## config.mk

```make
export PLATFORM = sky130hd
export DESIGN_NAME = code_prefetch_queue
export DESIGN_NICKNAME = d
export VERILOG_FILES = /design/src/rtl/code_prefetch_queue.sv
export SDC_FILE = /design/constraint.sdc
export NUM_CORES = 1
export LEC_CHECK = 0
export ABC_AREA = 1
export CAP_MARGIN = 5
export CORE_ASPECT_RATIO = 0.8
export CORE_MARGIN = 10
export CORE_UTILIZATION = 44
export CTS_CLUSTER_SIZE = 8
export DETAILED_ROUTE_END_ITERATION = 8
export PLACE_DENSITY_LB_ADDON = 0.2
export SYNTH_ARGS = -nofsm -noshare
export SYNTH_HDL_FRONTEND = slang
export SYNTH_SLANG_ARGS = --single-unit
```

## constraint.sdc

```tcl
create_clock -name i_clock -period 4.2 [get_ports i_clock]
set_input_delay 0.84 -clock i_clock [delete_from_list [all_inputs] [get_ports i_clock]]
set_output_delay 0.84 -clock i_clock [all_outputs]
set_load 0.02 [all_outputs]
```

## src/rtl/code_prefetch_queue.sv

```systemverilog
// Code prefetch queue: requests aligned dwords from the BIU code port, buffers
// them in a small FIFO and hands the instruction stream to the decoder one byte
// per cycle. A flush redirects fetching and drops any fetch still on the bus.
module code_prefetch_queue #(
  parameter int          DEPTH         = 4,
  parameter logic [31:0] RESET_ADDRESS = 32'hFFFF_FFF0
) (
  input  logic        i_clock,
  input  logic        i_reset,
  input  logic        i_flush,
  input  logic [31:0] i_flush_address,
  output logic        o_code_vaild,
  input  logic        i_code_ready,
  output logic [31:0] o_code_address,
  input  logic [31:0] i_code_data_read,
  output logic        o_byte_vaild,
  input  logic        i_byte_ready,
  output logic [7:0]  o_byte,
  output logic [31:0] o_byte_address
);

  localparam int PTR_W = $clog2(DEPTH);
  localparam int CNT_W = PTR_W + 1;
  localparam logic [CNT_W-1:0] DEPTH_C = CNT_W'(DEPTH);

  typedef enum logic [1:0] {
    IDLE    = 2'd0,
    FETCH   = 2'd1,
    DISCARD = 2'd2
  } state_t;

  state_t            state;
  logic [31:0]       mem [DEPTH];
  logic [PTR_W-1:0]  wr_ptr;
  logic [PTR_W-1:0]  rd_ptr;
  logic [CNT_W-1:0]  count;
  logic [1:0]        offset;
  logic [29:0]       fetch_dw;
  logic [31:0]       byte_address;
  logic [31:0]       head;
  logic              push;
  logic              pop;
  logic              consume;

  // The BIU re-samples valid during its ready pulse, so valid is masked there
  // to avoid a second fetch of the same dword.
  assign o_code_vaild   = (state == FETCH) & ~i_code_ready;
  assign o_code_address = {fetch_dw, 2'b00};
  assign o_byte_vaild   = (count != '0) & ~i_flush;
  assign o_byte_address = byte_address;

  assign consume = o_byte_vaild & i_byte_ready;
  assign pop     = consume & (offset == 2'd3);
  assign push    = (state == FETCH) & i_code_ready & ~i_flush;
  assign head    = mem[rd_ptr];

  // Little-endian byte lane select from the head dword.
  always_comb begin
    o_byte = head[7:0];
    case (offset)
      2'd0: o_byte = head[7:0];
      2'd1: o_byte = head[15:8];
      2'd2: o_byte = head[23:16];
      2'd3: o_byte = head[31:24];
      default: o_byte = head[7:0];
    endcase
  end

  // Dword storage; contents need no reset because count gates every read.
  always_ff @(posedge i_clock) begin
    if (push) begin
      mem[wr_ptr] <= i_code_data_read;
    end
  end

  // Fetch sequencing, FIFO bookkeeping and byte pointer; flush overrides all.
  always_ff @(posedge i_clock or posedge i_reset) begin
    if (i_reset) begin
      state        <= IDLE;
      wr_ptr       <= '0;
      rd_ptr       <= '0;
      count        <= '0;
      offset       <= RESET_ADDRESS[1:0];
      fetch_dw     <= RESET_ADDRESS[31:2];
      byte_address <= RESET_ADDRESS;
    end else if (i_flush) begin
      wr_ptr       <= '0;
      rd_ptr       <= '0;
      count        <= '0;
      offset       <= i_flush_address[1:0];
      fetch_dw     <= i_flush_address[31:2];
      byte_address <= i_flush_address;
      case (state)
        FETCH:   state <= i_code_ready ? IDLE : DISCARD;
        DISCARD: state <= i_code_ready ? IDLE : DISCARD;
        default: state <= IDLE;
      endcase
    end else begin
      if (push) begin
        wr_ptr <= wr_ptr + 1'b1;
      end
      if (pop) begin
        rd_ptr <= rd_ptr + 1'b1;
      end
      case ({push, pop})
        2'b10:   count <= count + CNT_W'(1);
        2'b01:   count <= count - CNT_W'(1);
        default: count <= count;
      endcase
      if (consume) begin
        offset       <= offset + 2'd1;
        byte_address <= byte_address + 32'd1;
      end
      case (state)
        IDLE: begin
          if (count < DEPTH_C) begin
            state <= FETCH;
          end
        end
        FETCH: begin
          if (i_code_ready) begin
            fetch_dw <= fetch_dw + 30'd1;
            state    <= IDLE;
          end
        end
        DISCARD: begin
          if (i_code_ready) begin
            state <= IDLE;
          end
        end
        default: state <= IDLE;
      endcase
    end
  end

endmodule
```

==> results.txt, run 1 <==
status: complete, no violations
unrepaired setup endpoints after global routing: no
drt initial violations: 909
most frequent cell after synthesis: nand2_1
Max IR drop VDD: 0.3802 mV
total CTS buffers: 29
# nets final: 1375
crit path time final: 3768 ps
yosys warns: 0
design area: 0.01286 sq mm
reg2reg end: o_byte_address[3]$_DFFE_PP0P_
worst skew pair latency: 540 ps
synthesis-stage register bit count: 201
top cells by area, synth: edfxtp_1 (37%), dfstp_2 (14%), nand2_1 (11%)
WS Path Type: reg -> out
vias in the first global route: 8134
reg2reg path depth: 8
cts hold-fix bufs: 0
clock root cell: clkbuf_16
first-pass detailed-route iteration total: 5
I/O pin count: 143
initial core utilization: 44.44%
Worst Setup EP: o_byte[2]
WL/cell: 18.88 microns
Via-to-Cell Ratio: 5.269
fraction of layout cells with a size suffix above 1: 13.01%
# rows: 50
Achievable Freq: 0.2654 GHz
Mean Syn Cell Area: 8.961 sq um
critical path fanouts, max: 67
TritonCTS clock tree: done
Placed Area: 0.01202 sq mm
gr usage total: 20.24%
DRC: 0
Die H: 157.1 microns
Pwr Total: 0.006384 W
htree depth: 1
CP Capture Type: primary output
post-CTS repair timing setup buffer count: 0
CP Launch Point: rd_ptr[0]$_DFFE_PP0P_
Rel. slew slack: 30.87%
total of max-cap violations: 0
Async SR Flop Fraction: 36.32%
worst slew pin tran: 1037 ps
synthesized area: 0.01034 sq mm
routed via count: 8572
total grt overflow: 0
CP Launch Type: register
Synth cell types: 48
Final HPWL DP: 21810 microns
PwrDens: 496.5 mW/mm^2
Fin. Hold Viols: 0
Final Worst Setup Slack: 431.7 ps
GP Congestion: 0.9245
Hold Path Class: reg -> reg
post-synthesis cell count: 1154
post-synth top area share: 37.17%
Worst EP arrival: 2930 ps
Synth Flop Type: edfxtp_1
Area Growth Syn to Fin: 24.34%
most frequent cells after synthesis: nand2_1 (300), nor2_1 (165), edfxtp_1 (128)
drt total wl: 30720 microns
first-pass GRT wire length: 47630 microns
Routed Antenna Nets: 0
post-synthesis sequential area ratio: 55.51%
pin count of the biggest net entering global routing: 68
core box area: 0.02327 sq mm
Yosys top cell by area: edfxtp_1
EDFF count, synth: 128
input/output buffers: 140
die width: 191.4 microns
Final period util: 89.72%
Lkg Pwr: 4.906 nW
initial antenna violation count: 0
r2r startpoint: count[2]$_DFFE_PP0P_
Reg clk slew, reported paths: 60 ps
CTS max path bufs: 3
Setup TNS: 0 ps
Setup WS pre-CTS: 796.3 ps
die area: 0.03007 sq mm
clock sinks: 201
Worst EP required: 3360 ps
Reg2Reg Setup Slack: 1910 ps
max-slew violations: 0
Final setup viols: 0
skew final: 11.16 ps
Final Util: 55.25%
worst min-delay path by stage:
stage | start | end | slack, ps | cells past startpoint
after floorplan | count[0]$_DFFE_PP0P_ | count[0]$_DFFE_PP0P_ | 510 | 1
after global placement | o_byte_address[16]$_DFFE_PP1P_ | o_byte_address[16]$_DFFE_PP1P_ | 510 | 2
after detailed placement | o_byte_address[16]$_DFFE_PP1P_ | o_byte_address[16]$_DFFE_PP1P_ | 510 | 2
after CTS | o_byte_address[16]$_DFFE_PP1P_ | o_byte_address[16]$_DFFE_PP1P_ | 520 | 2
after global routing | fetch_dw[13]$_DFFE_PP1P_ | fetch_dw[13]$_DFFE_PP1P_ | 550 | 2
final | o_byte_address[16]$_DFFE_PP1P_ | o_byte_address[16]$_DFFE_PP1P_ | 520 | 2
final cells by class:
| cell class | instances | area [sq um] |
|---|---|---|
| repair buffers | 154 | 1514 |
| fillers | 2075 | 10410 |
| clock inverters | 2 | 28.78 |
| well taps | 312 | 390.4 |
| inverters | 89 | 341.6 |
| flip-flops and latches | 201 | 5742 |
| diodes | 1 | 2.502 |
| clock buffers | 50 | 804.5 |
| multi-input cells | 818 | 4035 |
sequential cells by signal (all words and copies together) (netlist names):
signal and cells:
mem 128, o_byte_address 32, fetch_dw 30, count 3, offset 2, rd_ptr 2
state 2, wr_ptr 2
layout by cell type, fill, tap and decap left out, types with 14 or more instances in the layout:
| master | netlist | routed |
|---|---|---|
| o22ai_1 | 16 | 16 |
| nor2_1 | 165 | 161 |
| inv_1 | 80 | 78 |
| xor2_1 | 16 | 16 |
| nand2_1 | 300 | 300 |
| nand3_1 | 66 | 66 |
| dfrtp_1 | 17 | 16 |
| clkbuf_1 | 15 | 21 |
| a21oi_1 | 30 | 30 |
| dfstp_2 | 56 | 56 |
| clkbuf_16 | 0 | 29 |
| o21ai_0 | 80 | 80 |
| nor2_2 | 12 | 14 |
| edfxtp_1 | 128 | 128 |
| clkdlybuf4s50_1 | 0 | 139 |
| a31oi_1 | 16 | 16 |
report_power, final:
part | switching, W | leakage [nW] | total, W | internal [W]
Clock | 0.000849 | 0.396 | 0.00214 | 0.00129
Sequential | 0.000244 | 1.96 | 0.00263 | 0.00239
Combinational | 0.000964 | 2.55 | 0.00162 | 0.000651
Total | 0.00206 | 4.91 | 0.00638 | 0.00433
critical path: stages (launching register included):
cell and delay (ps):
dfrtp_2 380, buf_4 520, o21ai_0 230, o22ai_1 290, nor2_1 70, a31oi_1 190
clkdlybuf4s50_1 650
cells by family (layout without fill, tap and decap cells):
family | after synthesis | in the layout | share of synthesized area [%]
AO/OA/AOI/OAI | 183 | 183 | 10.20
XOR/XNOR | 18 | 18 | 1.524
adder cells (fa/ha/maj) | 13 | 13 | 1.645
buffers and inverters | 136 | 295 | 5.699
flip-flops | 201 | 201 | 55.51
multiplexers | 1 | 1 | 0.09680
other | 1 | 3 | 0.03626
AND/OR/NAND/NOR | 601 | 601 | 25.29
stage by stage:
step	cells	hold WS, ps
after floorplan	1155	508.5
after global placement	1574	506.2
after detailed placement	1574	507.5
after CTS	1626	518.1
after global routing	1626	553.3
final	1627	520.0
routing by layer:
metal | track usage [%] | vias to the layer above | wire, microns
met1 | 30.59 | 4021 | 14770
li1 | - | 4140 | -
met2 | 27.55 | 369 | 12450
met4 | 5.644 | 0 | 687
met3 | 5.307 | 42 | 2814
met5 | 0 | - | 0
what timing repair did:
action                     in CTS  in global routing
hold endpoints to repair        0                  0
setup endpoints to repair       0                  1
resized for setup               0                  1
Note: power is estimated with default switching activity, not from simulation.
==> run 2, diff against run 1 <==
--- a/config.mk
+++ b/config.mk
@@ -10,9 +10,9 @@
 export CORE_ASPECT_RATIO = 0.8
 export CORE_MARGIN = 10
 export CORE_UTILIZATION = 44
-export CTS_CLUSTER_SIZE = 8
+export CTS_CLUSTER_SIZE = 40
 export DETAILED_ROUTE_END_ITERATION = 8
-export PLACE_DENSITY_LB_ADDON = 0.2
+export PLACE_DENSITY = 0.65
 export SYNTH_ARGS = -nofsm -noshare
 export SYNTH_HDL_FRONTEND = slang
 export SYNTH_SLANG_ARGS = --single-unit
==> run 2 against run 1 <==
Effect of this change:
- critical endpoint is now o_byte[6]
- largest cell class unchanged
- register-to-register slack worse by 70 ps
- critical path type unchanged
- global-route usage decreased by 0.48 points
- sequential share of layout area grew 0.33 points
==> results.txt, run 2 (same netlist as run 1, synthesis figures left out) <==
drt initial violations: 826
WS Path Type: reg -> out
die width: 191.4 microns
max reg flops: 128
total grt overflow: 0
Fin Hold WS: 527.2 ps
Worst Setup EP: o_byte[6]
DRC: 0
Setup TNS: 0 ps
# fillers: 2102
Fin. Hold Viols: 0
initial antenna violation count: 2
Sw Share: 32.81%
status: complete, no violations
htree depth: 1
first-pass detailed-route iteration total: 5
drt total wl: 30460 microns
P_int: 0.004124 W
# rows: 50
total CTS buffers: 23
Achievable Freq: 0.2538 GHz
GP Congestion: 0.9145
Final Worst Setup Slack: 259.8 ps
Placed Area: 0.01205 sq mm
CP Launch Type: register
clock sinks: 201
most frequent cells in the layout: nand2_1 (300), nor2_1 (161), clkdlybuf4s50_1 (139)
Final HPWL DP: 22050 microns
max-slew violations: 0
Max IR drop VDD: 0.2850 mV
input/output buffers: 140
Reg clk slew, reported paths: 60 ps
Via-to-Cell Ratio: 5.223
reg2reg path depth: 11
Setup WS pre-CTS: 752.0 ps
vias in the first global route: 8012
skew final: 11.42 ps
TritonCTS clock tree: done
final cell count without fillers: 1622
initial core utilization: 44.44%
commonest non-fill, non-tap cell in the layout: nand2_1
Routed Antenna Nets: 0
PwrDens: 480.9 mW/mm^2
Lkg Pwr: 4.865 nW
Biggest register: mem
Worst EP arrival: 3100 ps
WL/cell: 18.78 microns
placed cell count: 1577
fraction of layout cells with a size suffix above 1: 13.63%
clock root cell: clkbuf_16
unrepaired setup endpoints after global routing: no
Final setup viols: 0
worst slew pin tran: 981.7 ps
critical path fanouts, max: 23
r2r startpoint: state[1]$_DFFE_PP0P_
gr usage total: 19.75%
Reg2Reg Setup Slack: 1840 ps
Area Growth Syn to Fin: 23.44%
cts hold-fix bufs: 0
Hold Path Class: reg -> reg
Rel. slew slack: 34.46%
Final period util: 93.81%
Seq pwr share: 42.7%
# nets final: 1372
Clock Power Share: 30.6%
routed via count: 8471
design area: 0.01276 sq mm
first-pass GRT wire length: 46440 microns
reg2reg end: count[2]$_DFFE_PP0P_
I/O pin count: 143
Worst EP required: 3360 ps
net switching power of the design: 0.002014 W
CP Launch Point: rd_ptr[1]$_DFFE_PP0P_
pin count of the biggest net entering global routing: 68
CP Capture Type: primary output
worst skew pair latency: 510 ps
Die H: 157.1 microns
proportion of power drawn by combinational gates: 26.7%
crit path time final: 3940 ps
CTS max path bufs: 3
total of max-cap violations: 0
core box area: 0.02327 sq mm
die area: 0.03007 sq mm
==> run 2: changes by cell type in the layout (fill, tap and decap cells not counted), moves of 2 or more <==
cell and delta:
clkbuf_16 -6, clkbuf_1 -16, diode_2 +3, buf_4 +3
clkinv_2 +7, nor2_4 +2, clkinvlp_4 +3, nor2_2 -2
==> run 2: final cells by class <==
type / instances / area [sq um] / share of cell area [%]
flip-flops and latches: 201 / 5742 / 44.98
multi-input cells: 818 / 4045 / 31.69
inverters: 89 / 341.6 / 2.676
clock inverters: 12 / 91.34 / 0.7155
diodes: 4 / 10.01 / 0.07842
repair buffers: 157 / 1536 / 12.04
clock buffers: 29 / 608.1 / 4.764
well taps: 312 / 390.4 / 3.058
==> run 2: worst min path at each step <==
stage	from	end	depth (start not counted)
final	o_byte_address[29]$_DFFE_PP1P_	o_byte_address[29]$_DFFE_PP1P_	2
after global routing	fetch_dw[14]$_DFFE_PP1P_	fetch_dw[14]$_DFFE_PP1P_	2
after CTS	o_byte_address[16]$_DFFE_PP1P_	o_byte_address[16]$_DFFE_PP1P_	2
after detailed placement	o_byte_address[16]$_DFFE_PP1P_	o_byte_address[16]$_DFFE_PP1P_	2
after global placement	o_byte_address[16]$_DFFE_PP1P_	o_byte_address[16]$_DFFE_PP1P_	2
after floorplan	count[0]$_DFFE_PP0P_	count[0]$_DFFE_PP0P_	1
==> run 2: what timing repair did <==
| item | in CTS | in global routing |
|---|---|---|
| gates resized for setup | 0 | 1 |
| endpoints found under the setup margin | 0 | 1 |
| setup buffers | 0 | 0 |
==> run 2: through the flow <==
stage          utilization (%)  total power [W]
3_3_place_gp             51.78         0.004264
2_1_floorplan                -         0.003559
3_5_place_dp             51.78         0.004289
5_1_grt                  54.82         0.006437
4_1_cts                  54.79         0.006180
6_report                 54.85         0.006138
==> run 2: layer usage <==
layer / vias up / track usage, % / share of wire (%)
met5: - / 0 / 0
met4: 0 / 5.199 / 2.2
met3: 41 / 5.661 / 9.1
met2: 307 / 28.20 / 42
met1: 3980 / 28.57 / 46
li1: 4143 / - / -
==> run 2: power groups by stage <==
stage	registers (W)	clock network (W)	logic, W
floorplan	0.00274	0	0.000818
global placement	0.00265	0	0.00162
detailed placement	0.00265	0	0.00164
CTS	0.00262	0.00192	0.00165
global route	0.00265	0.00199	0.00179
finish	0.00262	0.00188	0.00164
==> run 2: worst max-delay path, stage by stage, from the launching register on <==
cell and delay (ps):
dfrtp_1 830, buf_4 380, o21ai_0 150, o22ai_1 240
nor2_1 70, a31oi_1 250, clkdlybuf4s50_1 660
==> run 3, diff against run 2 <==
--- a/config.mk
+++ b/config.mk
@@ -12,6 +12,7 @@
 export CORE_UTILIZATION = 44
 export CTS_CLUSTER_SIZE = 40
 export DETAILED_ROUTE_END_ITERATION = 8
+export MAX_ROUTING_LAYER = met4
 export PLACE_DENSITY = 0.65
 export SYNTH_ARGS = -nofsm -noshare
 export SYNTH_HDL_FRONTEND = slang
==> run 3 against run 2 <==
Effect of this change:
- hold slack got worse by 7.0 ps
- cell count fell by 0.18%
- critical path type unchanged
- power up 1.5%
- die area stayed put
- sequential power hardly changed
- non-clock buffer count fell by 1
==> results.txt, run 3 (same netlist as run 1, synthesis figures left out) <==
Final HPWL DP: 21970 microns
Via-to-Cell Ratio: 5.225
vias in the first global route: 7956
unrepaired setup endpoints after global routing: no
skew final: 15.45 ps
max reg flops: 128
cell-by-cell trace of the critical path: clkinv_1 > buf_4 > o21ai_0 > o22ai_1 > nor2_1 > a31oi_1 > clkdlybuf4s50_1
cts hold-fix bufs: 0
DRC: 0
pin count of the biggest net entering global routing: 68
Hold Path Class: reg -> reg
CTS resizes: 0
net switching power of the design: 0.001994 W
Routed Antenna Nets: 0
total of max-cap violations: 0
input/output buffers: 140
initial antenna violation count: 2
fraction of layout cells with a size suffix above 1: 13.27%
Worst path slowest cell: clkdlybuf4s50_1
Rel. slew slack: 32.19%
gr usage total: 20.37%
Placed Area: 0.01203 sq mm
most frequent cells in the layout: nand2_1 (300), nor2_1 (161), clkdlybuf4s50_1 (139)
worst skew pair latency: 510 ps
Final period util: 89.35%
Seq pwr share: 42.1%
CP Launch Point: rd_ptr[0]$_DFFE_PP0P_
WL/cell: 18.87 microns
Max IR drop VDD: 0.2477 mV
Achievable Freq: 0.2665 GHz
max incr delay on CP: 560 ps
post-CTS repair timing setup buffer count: 0
clock sinks: 201
htree depth: 1
drt total wl: 30550 microns
PwrDens: 487.3 mW/mm^2
Worst EP arrival: 2910 ps
Final setup viols: 0
total grt overflow: 0
routed via count: 8459
status: complete, no violations
CP Capture Type: primary output
TritonCTS clock tree: done
die area: 0.03007 sq mm
max-slew violations: 0
# nets final: 1370
first-pass GRT wire length: 46760 microns
Die H: 157.1 microns
first-pass detailed-route iteration total: 5
commonest non-fill, non-tap cell in the layout: nand2_1
Setup TNS: 0 ps
Clock Power Share: 31.8%
design area: 0.01278 sq mm
hold path startpoint: o_byte_address[16]$_DFFE_PP1P_
Worst EP required: 3360 ps
initial core utilization: 44.44%
Lkg Pwr: 4.870 nW
P_int: 0.004236 W
die width: 191.4 microns
CTS max path bufs: 3
total CTS buffers: 22
core box area: 0.02327 sq mm
crit path time final: 3753 ps
WS Path Type: reg -> out
# rows: 50
clock root cell: clkbuf_16
r2r startpoint: state[1]$_DFFE_PP0P_
Reg clk slew, reported paths: 60 ps
GP Congestion: 0.9083
CP Launch Type: register
Fin. Hold Viols: 0
Sw Share: 32.00%
proportion of power drawn by combinational gates: 26.1%
Area Growth Syn to Fin: 23.61%
drt initial violations: 822
worst slew pin tran: 1016 ps
critical path fanouts, max: 25
Biggest register: mem
I/O pin count: 143
[run 3: area by class of cell]
class,instances,area [sq um]
clock inverter,12,138.9
inverter,89,337.8
clock buffer,28,604.3
fill,2116,10490
sequential,201,5742
multi-input combinational,818,4045
antenna,3,7.507
tap,312,390.4
timing repair buffer,156,1516
[run 3: routing by layer]
metal | global-route usage, % | vias up | share of wire (%)
li1 | - | 4132 | -
met1 | 30.29 | 4015 | 49
met2 | 27.80 | 277 | 43
met3 | 4.003 | 35 | 6.6
met4 | 4.716 | 0 | 1.7
met5 | - | - | 0
[run 3: critical path: cells and delay by family (launching register included)]
family,cells,cell delay [ps]
AO/OA/AOI/OAI,3,390
buffers and inverters,3,1550
flip-flops,1,360
AND/OR/NAND/NOR,1,120
[run 3: path summary, 6_finish.rpt]
path	to	slack, ps	depth (start not counted)
worst max register to register	count[2]$_DFFE_PP0P_	1870	11
worst max-delay path	o_byte[1]	450	7
worst min register to register	o_byte_address[16]$_DFFE_PP1P_	520	2
max in group asynchronous	o_byte_address[21]$_DFFE_PP1P_	2320	3
min in group asynchronous	rd_ptr[1]$_DFFE_PP0P_	1000	2
worst min-delay path	o_byte_address[16]$_DFFE_PP1P_	520	2
[run 3: through the flow]
stage	util [%]	std cells	hold slack [ps]	worst slack, ps	power (W)
final	54.92	1619	520.2	447.5	0.006229
after global placement	51.70	1576	507.0	1034	0.004258
after detailed placement	51.70	1576	503.7	1006	0.004275
after floorplan	-	1155	508.5	1140	0.003559
after CTS	54.89	1616	515.3	438.7	0.006272
after global routing	54.91	1618	548.1	244.1	0.006538
[run 3: power by group through the flow]
stage / Sequential, W / Combinational (W) / Clock (W)
4_1_cts: 0.00262 / 0.00163 / 0.00202
6_report: 0.00262 / 0.00163 / 0.00198
5_1_grt: 0.00265 / 0.00179 / 0.00210
3_5_place_dp: 0.00265 / 0.00163 / 0
3_3_place_gp: 0.00265 / 0.00161 / 0
2_1_floorplan: 0.00274 / 0.000818 / 0
